==> config.mk <==
export PLATFORM = sky130hd
export DESIGN_NAME = sector_read_serializer_flat
export DESIGN_NICKNAME = d
export VERILOG_FILES = /design/src/rtl/sector_read_serializer_if.sv /design/src/rtl/sector_read_serializer.sv /design/src/flat_wrapper.sv
export SDC_FILE = /design/constraint.sdc
export NUM_CORES = 1
export LEC_CHECK = 0
export BUFFER_PORTS_ARGS = -buffer_cell sky130_fd_sc_hd__buf_4
export CORE_MARGIN = 2
export CORE_UTILIZATION = 46
export DETAILED_ROUTE_END_ITERATION = 10
export GPL_ROUTABILITY_DRIVEN = 0
export PLACE_DENSITY_LB_ADDON = 0.1
export SETUP_SLACK_MARGIN = 0.3
export SLEW_MARGIN = 20
export SYNTH_ARGS = -nofsm -noshare
export SYNTH_HDL_FRONTEND = slang
export SYNTH_SLANG_ARGS = --single-unit
==> constraint.sdc <==
create_clock -name clk -period 2.44 [get_ports clk]
set_input_delay 0.244 -clock clk [delete_from_list [all_inputs] [get_ports clk]]
set_output_delay 0.244 -clock clk [all_outputs]
set_load 0.005 [all_outputs]
==> src/rtl/sector_read_serializer_if.sv <==
// Byte-fetch bus between the sector read serializer (master) and the sector buffer RAM (slave).
interface sector_read_serializer_if #(
    parameter int AW = 9
) ();
    logic          mem_req;
    logic [AW-1:0] mem_addr;
    logic [7:0]    mem_data;
    logic          mem_valid;

    modport master (output mem_req, output mem_addr, input mem_data, input mem_valid);
    modport slave  (input mem_req, input mem_addr, output mem_data, output mem_valid);
endinterface

==> src/rtl/sector_read_serializer.sv <==
// Serializes one sector per strobe: address gap, header, data gap, buffered data bytes,
// optional checksum; fetches bytes one ahead through a single-entry buffer.
module sector_read_serializer #(
    parameter int HS_W          = 2,
    parameter int CYL_W         = 9,
    parameter int SECT_W        = 5,
    parameter int ADDR_GAP_BITS = 208,
    parameter int DATA_GAP_BITS = 208,
    parameter int DATA_BYTES    = 408,
    parameter bit CHK_EN        = 1'b1,
    parameter int CHK_W         = 16
) (
    input  logic                     clk,
    input  logic                     rst,
    input  logic [HS_W-1:0]          hs,
    input  logic [CYL_W-1:0]         cyl,
    input  logic [SECT_W-1:0]        sect,
    input  logic                     sector_strobe,
    input  logic                     rd_en,
    sector_read_serializer_if.master mem,
    output logic                     data_out,
    output logic                     data_area,
    output logic                     prefetch,
    output logic                     underrun
);
    localparam int HDR_W    = HS_W + CYL_W + SECT_W;
    localparam int AW       = (DATA_BYTES > 1) ? $clog2(DATA_BYTES) : 1;
    localparam int DATA_LEN = 8 * DATA_BYTES;
    localparam int M1       = (ADDR_GAP_BITS > DATA_GAP_BITS) ? ADDR_GAP_BITS : DATA_GAP_BITS;
    localparam int M2       = (M1 > DATA_LEN) ? M1 : DATA_LEN;
    localparam int M3       = (M2 > HDR_W) ? M2 : HDR_W;
    localparam int MAX_LEN  = (M3 > CHK_W) ? M3 : CHK_W;
    localparam int CW       = $clog2(MAX_LEN + 1);

    typedef enum logic [2:0] {IDLE, ADDR_GAP, HDR, DATA_GAP, DATA, CHK, END_GAP} state_t;

    state_t             state_q, state_d;
    logic [CW-1:0]      cnt_q, cnt_d;
    logic [HDR_W-1:0]   hdr_q, hdr_d;
    logic [7:0]         byte_q, byte_d;
    logic [7:0]         buf_q, buf_d;
    logic               buf_full_q, buf_full_d;
    logic               pend_q, pend_d;
    logic [CHK_W-1:0]   chk_q, chk_d;
    logic               und_q, und_d;
    logic               dout_q, dout_d;
    logic               area_q, area_d;
    logic               pf_q, pf_d;
    logic               rd_en_q, rd_en_d;

    logic               bit_s, last, req;
    logic [AW-1:0]      req_addr;
    logic [7:0]         byte_now;
    logic [CW-1:0]      byte_idx;

    always_comb begin
        state_d    = state_q;
        cnt_d      = cnt_q;
        hdr_d      = hdr_q;
        byte_d     = byte_q;
        buf_d      = buf_q;
        buf_full_d = buf_full_q;
        pend_d     = pend_q;
        chk_d      = chk_q;
        und_d      = und_q;
        bit_s      = 1'b0;
        last       = 1'b0;
        req        = 1'b0;
        req_addr   = '0;
        byte_now   = buf_full_q ? buf_q : 8'h00;
        byte_idx   = cnt_q >> 3;

        // Returns are accepted only against a live request; strays are dropped.
        if (mem.mem_valid && pend_q) begin
            buf_d      = mem.mem_data;
            buf_full_d = 1'b1;
            pend_d     = 1'b0;
        end

        unique case (state_q)
            ADDR_GAP: begin
                last  = (cnt_q == CW'(ADDR_GAP_BITS - 1));
                bit_s = last;
                if (last) begin
                    hdr_d   = {hs, cyl, sect};
                    state_d = HDR;
                end
            end
            HDR: begin
                last  = (cnt_q == CW'(HDR_W - 1));
                bit_s = hdr_q[0];
                hdr_d = hdr_q >> 1;
                if (last) state_d = DATA_GAP;
            end
            DATA_GAP: begin
                last  = (cnt_q == CW'(DATA_GAP_BITS - 1));
                bit_s = last;
                if (cnt_q == '0) req = 1'b1;
                if (last) state_d = DATA;
            end
            DATA: begin
                last = (cnt_q == CW'(DATA_LEN - 1));
                if (cnt_q[2:0] == 3'd0) begin
                    // An empty buffer here is an underrun: the byte goes out as zero.
                    bit_s      = byte_now[7];
                    byte_d     = {byte_now[6:0], 1'b0};
                    chk_d      = chk_q + CHK_W'(byte_now);
                    buf_full_d = 1'b0;
                    if (!buf_full_q) und_d = 1'b1;
                    if (byte_idx + CW'(1) < CW'(DATA_BYTES)) begin
                        req      = 1'b1;
                        req_addr = AW'(byte_idx + CW'(1));
                    end
                end else begin
                    bit_s  = byte_q[7];
                    byte_d = {byte_q[6:0], 1'b0};
                end
                if (last) state_d = CHK_EN ? CHK : END_GAP;
            end
            CHK: begin
                last  = (cnt_q == CW'(CHK_W - 1));
                bit_s = chk_q[CHK_W-1];
                chk_d = chk_q << 1;
                if (last) state_d = END_GAP;
            end
            default: ;
        endcase

        if (last)
            cnt_d = '0;
        else if (state_q != IDLE && state_q != END_GAP)
            cnt_d = cnt_q + CW'(1);

        if (req) pend_d = 1'b1;

        if (sector_strobe) begin
            state_d    = ADDR_GAP;
            cnt_d      = '0;
            und_d      = 1'b0;
            chk_d      = '0;
            buf_full_d = 1'b0;
            pend_d     = 1'b0;
            req        = 1'b0;
        end

        dout_d  = bit_s;
        area_d  = (state_q == DATA) || (state_q == CHK) || (state_q == END_GAP);
        pf_d    = rd_en && !rd_en_q &&
                  ((state_q == IDLE) || (state_q == ADDR_GAP) || (state_q == HDR));
        rd_en_d = rd_en;
    end

    always_ff @(posedge clk) begin
        if (rst) begin
            state_q    <= IDLE;
            cnt_q      <= '0;
            hdr_q      <= '0;
            byte_q     <= '0;
            buf_q      <= '0;
            buf_full_q <= 1'b0;
            pend_q     <= 1'b0;
            chk_q      <= '0;
            und_q      <= 1'b0;
            dout_q     <= 1'b0;
            area_q     <= 1'b0;
            pf_q       <= 1'b0;
            rd_en_q    <= 1'b0;
        end else begin
            state_q    <= state_d;
            cnt_q      <= cnt_d;
            hdr_q      <= hdr_d;
            byte_q     <= byte_d;
            buf_q      <= buf_d;
            buf_full_q <= buf_full_d;
            pend_q     <= pend_d;
            chk_q      <= chk_d;
            und_q      <= und_d;
            dout_q     <= dout_d;
            area_q     <= area_d;
            pf_q       <= pf_d;
            rd_en_q    <= rd_en_d;
        end
    end

    assign mem.mem_req  = req;
    assign mem.mem_addr = req ? req_addr : '0;
    assign data_out     = dout_q;
    assign data_area    = area_q;
    assign prefetch     = pf_q;
    assign underrun     = und_q;
endmodule

==> src/flat_wrapper.sv <==
// flat-port wrapper written by rule: the top's interface ports become plain ports
module sector_read_serializer_flat 
#(
    parameter int HS_W          = 2,
    parameter int CYL_W         = 9,
    parameter int SECT_W        = 5,
    parameter int ADDR_GAP_BITS = 208,
    parameter int DATA_GAP_BITS = 208,
    parameter int DATA_BYTES    = 408,
    parameter bit CHK_EN        = 1'b1,
    parameter int CHK_W         = 16
)
  (clk, rst, hs, cyl, sect, sector_strobe, rd_en, data_out, data_area, prefetch, underrun, mem_mem_req, mem_mem_addr, mem_mem_data, mem_mem_valid);
  sector_read_serializer_if #(.AW(9)) mem_i ();
  input  logic clk;
  input  logic rst;
  input  logic [HS_W-1:0] hs;
  input  logic [CYL_W-1:0] cyl;
  input  logic [SECT_W-1:0] sect;
  input  logic sector_strobe;
  input  logic rd_en;
  output logic data_out;
  output logic data_area;
  output logic prefetch;
  output logic underrun;
  output wire logic [$bits(mem_i.mem_req)-1:0] mem_mem_req;
  output wire logic [$bits(mem_i.mem_addr)-1:0] mem_mem_addr;
  input wire logic [$bits(mem_i.mem_data)-1:0] mem_mem_data;
  input wire logic [$bits(mem_i.mem_valid)-1:0] mem_mem_valid;
  assign mem_mem_req = mem_i.mem_req;
  assign mem_mem_addr = mem_i.mem_addr;
  assign mem_i.mem_data = mem_mem_data;
  assign mem_i.mem_valid = mem_mem_valid;
  sector_read_serializer #(.HS_W(HS_W), .CYL_W(CYL_W), .SECT_W(SECT_W), .ADDR_GAP_BITS(ADDR_GAP_BITS), .DATA_GAP_BITS(DATA_GAP_BITS), .DATA_BYTES(DATA_BYTES), .CHK_EN(CHK_EN), .CHK_W(CHK_W)) u_core (.clk(clk), .rst(rst), .hs(hs), .cyl(cyl), .sect(sect), .sector_strobe(sector_strobe), .rd_en(rd_en), .mem(mem_i), .data_out(data_out), .data_area(data_area), .prefetch(prefetch), .underrun(underrun));
endmodule
==> flow_summary.json, run 1 <==
{
  "worstMarginPinSlew_ns": 0.505,
  "core-area_um2": 8720,
  "post_synth_num_cell_types": 67,
  "finalHoldViolCount": 0,
  "synth_enable_flop_cells": 0,
  "worst-endpoint-arrival_ns": 2.06,
  "syn_area_um2": 4140,
  "clock_path_buffers": 2,
  "hold_path.class": "in -> reg",
  "timing.max_slew.rel_slack": 0.662,
  "critical_path_class": "reg -> out",
  "multi_input_area_um2": 3050,
  "overflow": 0,
  "setup-violations-final": 0,
  "initial_utilization": 0.474,
  "cts_hold_buffers": 0,
  "power_per_cell_area_nw_per_um2": 417,
  "route.detailed.wl_per_inst_um": 16.7,
  "critical_path_launch_point_type": "flop",
  "drc": 0,
  "dr.pass1.iters": 7,
  "postSynthRegisterBits": 69,
  "netlist.area_leader.share": 0.334,
  "cts.sinks": 69,
  "finalWirelength_um": 11600,
  "die-area_um2": 9770,
  "cts_tree": "done",
  "top_level_ports": 43,
  "critPathRequiredTime_ns": 2.20,
  "max_cap_viol_count": 0,
  "synthesis.area_per_instance_um2": 8.16,
  "port_buffers": 42,
  "setup.worst_path.end_class": "primary output",
  "die_x_um": 98.8,
  "async_flop_share": 0,
  "critPathMaxFanout": 5,
  "cts_inserted_buffers": 9,
  "antenna_left": 0,
  "worst_clock_skew_ns": 0.0128,
  "drive_above_1_share": 0.389,
  "pin_count_of_the_biggest_net_entering_global_routing": 38,
  "power.static_leakage_uw": 0.00214,
  "root_buffer": "sky130_fd_sc_hd__clkbuf_8",
  "synth_ff_type": "sky130_fd_sc_hd__dfxtp_1",
  "grt_first_pass_wirelength_um": 17600,
  "n_antenna_cell": 0,
  "syn-instance-count": 507,
  "clkLatencyLatePin_ns": 0.35,
  "cts.clk_slew.worst_paths_ns": 0.08,
  "grt_setup_unrepaired": "true",
  "net_count_after_synthesis": 550,
  "netlist_top_cells_area": "sky130_fd_sc_hd__dfxtp_1 33%, sky130_fd_sc_hd__nor2_1 5.6%, sky130_fd_sc_hd__nand2_1 4.9%",
  "grt_antenna_before_repair": 0,
  "fin_nets": 629,
  "first_global_vias": 3691,
  "grtUsageTotal": 0.219,
  "maximum_operating_frequency_mhz": 433,
  "ir_drop_uv": 255,
  "run_status": "completed",
  "finalCriticalPeriod_ns": 2.31,
  "synth_area_leader_cell": "sky130_fd_sc_hd__dfxtp_1",
  "h-tree-depth": 3,
  "final.period_utilization": 0.945,
  "sequential_share_of_the_synthesized_area": 0.334,
  "rows": 34,
  "dpl.hpwl_um": 7200,
  "setup_total_negative_slack_ns": 0,
  "initialDrtViolationCount": 244,
  "die_height_um": 98.8,
  "synthMostInstantiatedCell": "sky130_fd_sc_hd__dfxtp_1",
  "drt-vias-per-instance": 5.89,
  "syn2layout_area_growth_pct": 39.0,
  "layout.filler_cells": 677,
  "maxSlewViolCount": 0,
  "final.hold.worst_slack_ns": 0.159,
  "synth.yosys.warnings": 0,
  "dr_total_vias": 4117,
  "ff_latch_area_um2": 1410,
  "synth_common_cells": "69 x sky130_fd_sc_hd__dfxtp_1, 62 x sky130_fd_sc_hd__nor2_1, 54 x sky130_fd_sc_hd__nand2_1, 34 x sky130_fd_sc_hd__a21oi_1"
}
per-layer routing:
| metal | up-vias | share of wire | GRT usage | wire, um |
|---|---|---|---|---|
| met5 | - | 0 | 0 | 0 |
| met4 | 0 | 0.030 | 0.0801 | 349 |
| met3 | 27 | 0.044 | 0.0440 | 507 |
| met2 | 137 | 0.47 | 0.336 | 5500 |
| met1 | 1947 | 0.45 | 0.306 | 5290 |
| li1 | 2006 | - | - | - |
critical path, cell delays in order, from the launching register on:
cell and delay (ns):
sky130_fd_sc_hd__dfxtp_4 0.39, sky130_fd_sc_hd__ha_4 0.17, sky130_fd_sc_hd__and2b_1 0.14, sky130_fd_sc_hd__a31oi_2 0.11, sky130_fd_sc_hd__o221a_4 0.26, sky130_fd_sc_hd__a41oi_4 0.26, sky130_fd_sc_hd__nor3_2 0.08, sky130_fd_sc_hd__o21bai_4 0.19
sky130_fd_sc_hd__buf_6 0.12
report_power, final:
part | leakage [uW] | internal, uW | switching [uW]
sequential | 0.000566 | 1130 | 12.3
combinational | 0.00146 | 94.3 | 105
clock | 0.000114 | 581 | 469
final cells by class:
class	count	share of cell area
Multi-Input combinational cell	396	0.531
Timing Repair Buffer	100	0.155
Clock buffer	9	0.0215
Sequential cell	69	0.246
Tap cell	108	0.0235
Clock inverter	7	0.0168
Inverter	10	0.00653
through the flow:
| step | total power, uW | util | area (um^2) | setup WS [ns] | std cells |
|---|---|---|---|---|---|
| floorplan | 1280 | - | 4170 | 0.231 | 507 |
| global placement | 1340 | 0.533 | 4650 | 0.226 | 646 |
| global route | 2470 | 0.659 | 5750 | 0.0574 | 699 |
| CTS | 2400 | 0.599 | 5220 | 0.168 | 676 |
| finish | 2390 | 0.659 | 5750 | 0.133 | 699 |
| detailed placement | 1350 | 0.533 | 4650 | 0.118 | 646 |
logic make-up (layout without fill, tap and decap cells):
kind of cell               Yosys count  after routing  share of synthesized area
and+or+nand+nor                    232            232                      0.286
AOI/OAI and AO/OA                  110            111                      0.204
DFF                                 69             69                      0.334
buffers and inverters               43            126                     0.0448
xor gates and xnor gates            22             22                     0.0466
muxes                               17             17                     0.0414
adders and majority gates           14             14                     0.0442
state kept, by name (all words and copies together), names as in the netlist:
signal             count
u_core.chk_q          16
u_core.buf_q           8
u_core.byte_q          7
u_core.data_area       1
u_core.buf_full_q      1
u_core.state_q         3
u_core.data_out        1
u_core.hdr_q          16
u_core.prefetch        1
u_core.underrun        1
u_core.pend_q          1
u_core.rd_en_q         1
u_core.cnt_q          12
path summary, 6_finish.rpt:
check	end	cells after the start	slack (ns)	start
hold / removal	u_core.buf_q[7]	3	0.16	mem_mem_data[7]
setup / recovery	mem_mem_req	8	0.13	u_core.cnt_q[4]
hold reg to reg	u_core.prefetch	1	0.41	u_core.rd_en_q
setup reg to reg	u_core.hdr_q[12]	8	0.20	u_core.cnt_q[4]
cells in the final DEF, fill, tap and decap left out, types with 11 or more instances in the layout:
cell type / netlist / final
sky130_fd_sc_hd__buf_4: 1 / 80
sky130_fd_sc_hd__nor2_1: 62 / 56
sky130_fd_sc_hd__dfxtp_1: 69 / 56
sky130_fd_sc_hd__nand2_1: 54 / 49
sky130_fd_sc_hd__a21oi_1: 34 / 28
sky130_fd_sc_hd__nand3_1: 25 / 23
sky130_fd_sc_hd__mux2i_1: 16 / 16
sky130_fd_sc_hd__a211oi_2: 14 / 16
sky130_fd_sc_hd__buf_6: 2 / 14
sky130_fd_sc_hd__xnor2_1: 13 / 11
repair_timing:
item	4_1_cts	5_1_grt
pin swaps	18	37
gates cloned	2	2
resized for setup	51	70
setup buffers	12	21
endpoints found under the hold margin	0	0
endpoints found under the setup margin	27	43
Power figures use the tool's default switching activity.
==> run 2: changes to the inputs <==
Settings changed: CORE_ASPECT_RATIO set to 0.9, GPL_ROUTABILITY_DRIVEN 0 to unset.
==> flow_summary.json, run 2 (synthesis results as in run 1) <==
{
  "fin_nets": 625,
  "grtUsageMet3": 0.0527,
  "dr_total_vias": 4170,
  "cts.clk_slew.worst_paths_ns": 0.08,
  "drc": 0,
  "maxSlewViolCount": 0,
  "ir_drop_uv": 320,
  "finalWirelength_um": 12100,
  "power_per_cell_area_nw_per_um2": 441,
  "port_buffers": 42,
  "last_weighted_congestion_value_of_the_routability_driven_placer": 0.916,
  "finalCriticalPeriod_ns": 2.36,
  "maximum_operating_frequency_mhz": 424,
  "timing.hold.worst.start": "rd_en",
  "antenna_left": 0,
  "setup-violations-final": 0,
  "worstMarginPinSlew_ns": 0.521,
  "syn2layout_area_growth_pct": 39.3,
  "h-tree-depth": 3,
  "route.detailed.wl_per_inst_um": 17.1,
  "r2r_cells": 10,
  "drive_above_1_share": 0.385,
  "initial_utilization": 0.478,
  "first_global_vias": 3819,
  "critical_path_class": "reg -> out",
  "biggestRegsByFlops": "u_core.chk_q x16, u_core.hdr_q x16, u_core.cnt_q x12",
  "cts.sinks": 69,
  "top_level_ports": 43,
  "worst-endpoint-arrival_ns": 2.11,
  "max_cap_viol_count": 0,
  "gr-max-usage-layer": "met2",
  "hold_path.class": "in -> reg",
  "n_antenna_cell": 0,
  "seq_power_share": 0.452,
  "cts_inserted_buffers": 9,
  "critPathMaxFanout": 8,
  "critPathRequiredTime_ns": 2.20,
  "layout.filler_cells": 717,
  "grt_setup_unrepaired": "true",
  "final.period_utilization": 0.966,
  "power_frac_clock": 0.470,
  "die_x_um": 104,
  "detailedPlace.worstSlack_ns": 0.116,
  "reg2reg_to": "u_core.chk_q[10]",
  "pin_count_of_the_biggest_net_entering_global_routing": 24,
  "grt_util_met2": 0.390,
  "worst_clock_skew_ns": 0.0126,
  "die-area_um2": 9770,
  "finalHoldViolCount": 0,
  "groute.layer.met1.usage": 0.322,
  "grt_antenna_before_repair": 0,
  "timing.max_slew.rel_slack": 0.651,
  "overflow": 0,
  "layout.cells.most_common_list": "83 x sky130_fd_sc_hd__buf_4, 57 x sky130_fd_sc_hd__dfxtp_1, 49 x sky130_fd_sc_hd__nand2_1, 48 x sky130_fd_sc_hd__nor2_1, 30 x sky130_fd_sc_hd__a21oi_1",
  "critical_path_launch_point_type": "flop",
  "grt_first_pass_wirelength_um": 19000,
  "crit-reg2reg-launch": "u_core.buf_full_q",
  "timing.final.ws_setup_ns": 0.0834,
  "root_buffer": "sky130_fd_sc_hd__clkbuf_8",
  "rows": 32,
  "cell_internal_pwr_uw": 1930,
  "reg2reg_slack_ns": 0.15,
  "cts_tree": "done",
  "clock_path_buffers": 2,
  "combinationalPowerShare": 0.078,
  "netSwitchingFraction": 0.241,
  "hold_depth": 2,
  "grtUsageTotal": 0.241,
  "dr.pass1.iters": 5,
  "setup.worst_path.end_class": "primary output",
  "most_frequent_standard_cell_in_the_layout_excluding_fill_and_tap_cells": "sky130_fd_sc_hd__buf_4",
  "switching_power_uw": 613,
  "core-area_um2": 8650,
  "hold_path_end": "u_core.rd_en_q",
  "run_status": "completed",
  "drt-vias-per-instance": 5.91,
  "clkLatencyLatePin_ns": 0.36,
  "die_height_um": 94.0,
  "dpl.hpwl_um": 7470,
  "initialDrtViolationCount": 273,
  "setup_total_negative_slack_ns": 0,
  "power.static_leakage_uw": 0.00215
}
==> run 2: per-layer routing <==
metal  vias to the layer above  part of all wire
li1                       1995                 -
met1                      1995              0.44
met2                       156              0.47
met3                        24             0.068
met4                         0             0.021
met5                         -                 0
==> run 2: worst max-delay path by stage <==
stage	from	to	slack, ns	depth (start not counted)
final	u_core.cnt_q[6]	mem_mem_addr[3]	0.08	7
after global placement	u_core.buf_full_q	u_core.chk_q[10]	0.19	10
after floorplan	u_core.buf_full_q	u_core.chk_q[10]	0.23	11
after CTS	u_core.cnt_q[3]	mem_mem_req	0.14	9
after detailed placement	u_core.buf_full_q	u_core.chk_q[10]	0.12	10
after global routing	u_core.cnt_q[6]	mem_mem_addr[3]	0.03	7
==> run 2: area by class of cell <==
type,count,area (um^2),area share
Timing Repair Buffer,96,820,0.142
Multi-Input combinational cell,396,3090,0.537
Sequential cell,69,1410,0.245
Clock inverter,7,130,0.0226
Clock buffer,9,124,0.0215
Inverter,10,37.5,0.00652
Tap cell,119,149,0.0258
==> run 2: timing repair <==
action / in CTS / in global routing
pin swaps: 23 / 38
gates resized for setup: 61 / 66
cloned: 3 / 0
hold buffers: 0 / 0
setup buffers: 21 / 10
setup endpoints to repair: 34 / 51
==> run 2: worst max-delay path, cell delays in order, from the launching register on <==
cell	delay [ns]
sky130_fd_sc_hd__dfxtp_4	0.41
sky130_fd_sc_hd__buf_4	0.17
sky130_fd_sc_hd__nand3_2	0.13
sky130_fd_sc_hd__nor3_2	0.28
sky130_fd_sc_hd__o221a_4	0.27
sky130_fd_sc_hd__a41oi_4	0.06
sky130_fd_sc_hd__nor4_1	0.28
sky130_fd_sc_hd__buf_4	0.17
==> run 2: through the flow <==
step	area [um^2]	total power [uW]	instances	hold slack, ns	util
2_1_floorplan	4170	1280	507	0.373	-
3_3_place_gp	4650	1340	656	0.383	0.538
3_5_place_dp	4650	1350	656	0.381	0.538
4_1_cts	5390	2540	696	0.140	0.623
5_1_grt	5760	2620	706	0.152	0.666
6_report	5760	2540	706	0.140	0.666
==> run 2: power groups by stage <==
| stage | clock (uW) | combinational (uW) | sequential, uW |
|---|---|---|---|
| floorplan | 0 | 108 | 1170 |
| global placement | 0 | 168 | 1180 |
| detailed placement | 0 | 170 | 1180 |
| CTS | 1210 | 186 | 1150 |
| global route | 1250 | 215 | 1150 |
| finish | 1190 | 199 | 1150 |
==> run 3: changes to the inputs <==
--- a/constraint.sdc
+++ b/constraint.sdc
@@ -3,2 +3,2 @@
 set_output_delay 0.244 -clock clk [all_outputs]
-set_load 0.005 [all_outputs]
+set_load 0.02 [all_outputs]
==> flow_summary.json, run 3 (synthesis results as in run 1) <==
{
  "seq_power_share": 0.493,
  "worst_clock_skew_ns": 0.0170,
  "timing.critical_path.buf_inv": 2,
  "finalHoldViolCount": 0,
  "power_per_cell_area_nw_per_um2": 402,
  "critical_path_class": "reg -> out",
  "core-area_um2": 8650,
  "dr_total_vias": 4093,
  "last_weighted_congestion_value_of_the_routability_driven_placer": 0.927,
  "route.detailed.wl_per_inst_um": 17.0,
  "max_stage_delay_ns": 0.37,
  "clkLatencyLatePin_ns": 0.35,
  "maxSlewViolCount": 0,
  "worstPathCellList": "ha_4, and2b_1, a31oi_1, o221a_4, a41oi_4, buf_8, nor4_4, buf_4",
  "pin_count_of_the_biggest_net_entering_global_routing": 35,
  "combinationalPowerShare": 0.089,
  "cts_tree": "done",
  "layout.filler_cells": 715,
  "instances_no_fill": 706,
  "clock_path_buffers": 2,
  "overflow": 0,
  "worst-endpoint-arrival_ns": 2.09,
  "groute.layer.met1.usage": 0.327,
  "n_antenna_cell": 0,
  "initial_utilization": 0.478,
  "dp_cells": 658,
  "maximum_operating_frequency_mhz": 429,
  "die_height_um": 94.0,
  "drc": 0,
  "grtUsageMet3": 0.0534,
  "layout.cells.most_common_list": "78 x sky130_fd_sc_hd__buf_4, 56 x sky130_fd_sc_hd__dfxtp_1, 54 x sky130_fd_sc_hd__nor2_1, 50 x sky130_fd_sc_hd__nand2_1, 26 x sky130_fd_sc_hd__a21oi_1",
  "grt_first_pass_wirelength_um": 18600,
  "drive_above_1_share": 0.388,
  "grtUsageTotal": 0.237,
  "first_global_vias": 3767,
  "setup_total_negative_slack_ns": 0,
  "cts.sinks": 69,
  "most_frequent_standard_cell_in_the_layout_excluding_fill_and_tap_cells": "sky130_fd_sc_hd__buf_4",
  "dpl.hpwl_um": 7510,
  "critical_path_launch_point_type": "flop",
  "die-area_um2": 9770,
  "worst_path_max_delay_cell": "sky130_fd_sc_hd__dfxtp_4",
  "cp_top_family": "compound AO/OA/AOI/OAI gates",
  "setup-violations-final": 0,
  "ir_drop_uv": 276,
  "fin_nets": 625,
  "critPathMaxFanout": 8,
  "setup.worst_path.end_class": "primary output",
  "critPathRequiredTime_ns": 2.20,
  "cell_internal_pwr_uw": 1740,
  "power_frac_clock": 0.418,
  "finalWirelength_um": 12000,
  "switching_power_uw": 593,
  "antenna_left": 0,
  "finalCriticalPeriod_ns": 2.33,
  "dr.pass1.iters": 5,
  "max_cap_viol_count": 0,
  "root_buffer": "sky130_fd_sc_hd__clkbuf_8",
  "drt-vias-per-instance": 5.80,
  "cts_inserted_buffers": 9,
  "timing.max_slew.rel_slack": 0.561,
  "grt_setup_unrepaired": "true",
  "gr-max-usage-layer": "met2",
  "biggestRegsByFlops": "u_core.chk_q x16, u_core.hdr_q x16, u_core.cnt_q x12",
  "initialDrtViolationCount": 221,
  "final.period_utilization": 0.956,
  "hold_path.class": "in -> reg",
  "run_status": "completed",
  "grt_util_met2": 0.370,
  "port_buffers": 42,
  "top_level_ports": 43,
  "rows": 32,
  "syn2layout_area_growth_pct": 40.1,
  "netSwitchingFraction": 0.254,
  "power.static_leakage_uw": 0.00213,
  "cts.clk_slew.worst_paths_ns": 0.08,
  "die_x_um": 104,
  "grt_antenna_before_repair": 0,
  "worstMarginPinSlew_ns": 0.653,
  "h-tree-depth": 3
}
-- run 3: what timing repair did --
action | in CTS | in global routing
resized for setup | 62 | 42
cloned | 4 | 0
setup endpoints to repair | 39 | 40
hold buffers | 0 | 0
pin swaps | 38 | 28
buffers inserted | 21 | 7
-- run 3: cell type report --
type	instances	area, um^2	share of cell area
Timing Repair Buffer	97	892	0.154
Sequential cell	69	1410	0.243
Clock inverter	6	70.1	0.0121
Inverter	10	37.5	0.00648
Tap cell	119	149	0.0257
Multi-Input combinational cell	395	3100	0.535
Clock buffer	10	138	0.0237
-- run 3: power groups by stage --
stage	logic (uW)	clock network [uW]	registers [uW]
2_1_floorplan	113	0	1170
3_3_place_gp	171	0	1180
3_5_place_dp	174	0	1180
4_1_cts	196	995	1150
5_1_grt	225	1040	1150
6_report	209	974	1150
-- run 3: per-layer routing --
metal	part of all wire	vias to the layer above
met4	0.015	0
li1	-	1986
met1	0.45	1930
met2	0.46	160
met3	0.066	17
met5	0	-
-- run 3: final timing paths --
kind | endpoint | slack, ns | from | cells after the start
worst min-delay path | u_core.byte_q[7] | 0.10 | rst | 2
worst min register to register | u_core.prefetch | 0.40 | u_core.rd_en_q | 1
worst max register to register | u_core.hdr_q[9] | 0.24 | u_core.cnt_q[5] | 10
worst max-delay path | mem_mem_addr[8] | 0.11 | u_core.cnt_q[4] | 8
-- run 3: stage by stage --
| step | power (uW) | setup slack (ns) | hold slack, ns | cell area (um^2) | util |
|---|---|---|---|---|---|
| after floorplan | 1290 | 0.293 | 0.373 | 4340 | - |
| after global routing | 2410 | 0.0369 | 0.0916 | 5800 | 0.670 |
| after global placement | 1350 | 0.169 | 0.383 | 4820 | 0.557 |
| final | 2330 | 0.108 | 0.101 | 5800 | 0.670 |
| after detailed placement | 1350 | 0.0486 | 0.393 | 4820 | 0.557 |
| after CTS | 2340 | 0.0776 | 0.0921 | 5530 | 0.640 |
-- run 3: worst reg2reg max path: stages (launching register included) --
cell,delay (ns)
sky130_fd_sc_hd__dfxtp_4,0.37
sky130_fd_sc_hd__buf_6,0.12
sky130_fd_sc_hd__or4_4,0.55
sky130_fd_sc_hd__nor4_4,0.21
sky130_fd_sc_hd__nand3_2,0.14
sky130_fd_sc_hd__a21oi_4,0.17
sky130_fd_sc_hd__buf_6,0.14
sky130_fd_sc_hd__buf_12,0.10
sky130_fd_sc_hd__buf_12,0.12
sky130_fd_sc_hd__nor2_1,0.05
sky130_fd_sc_hd__a211oi_2,0.14
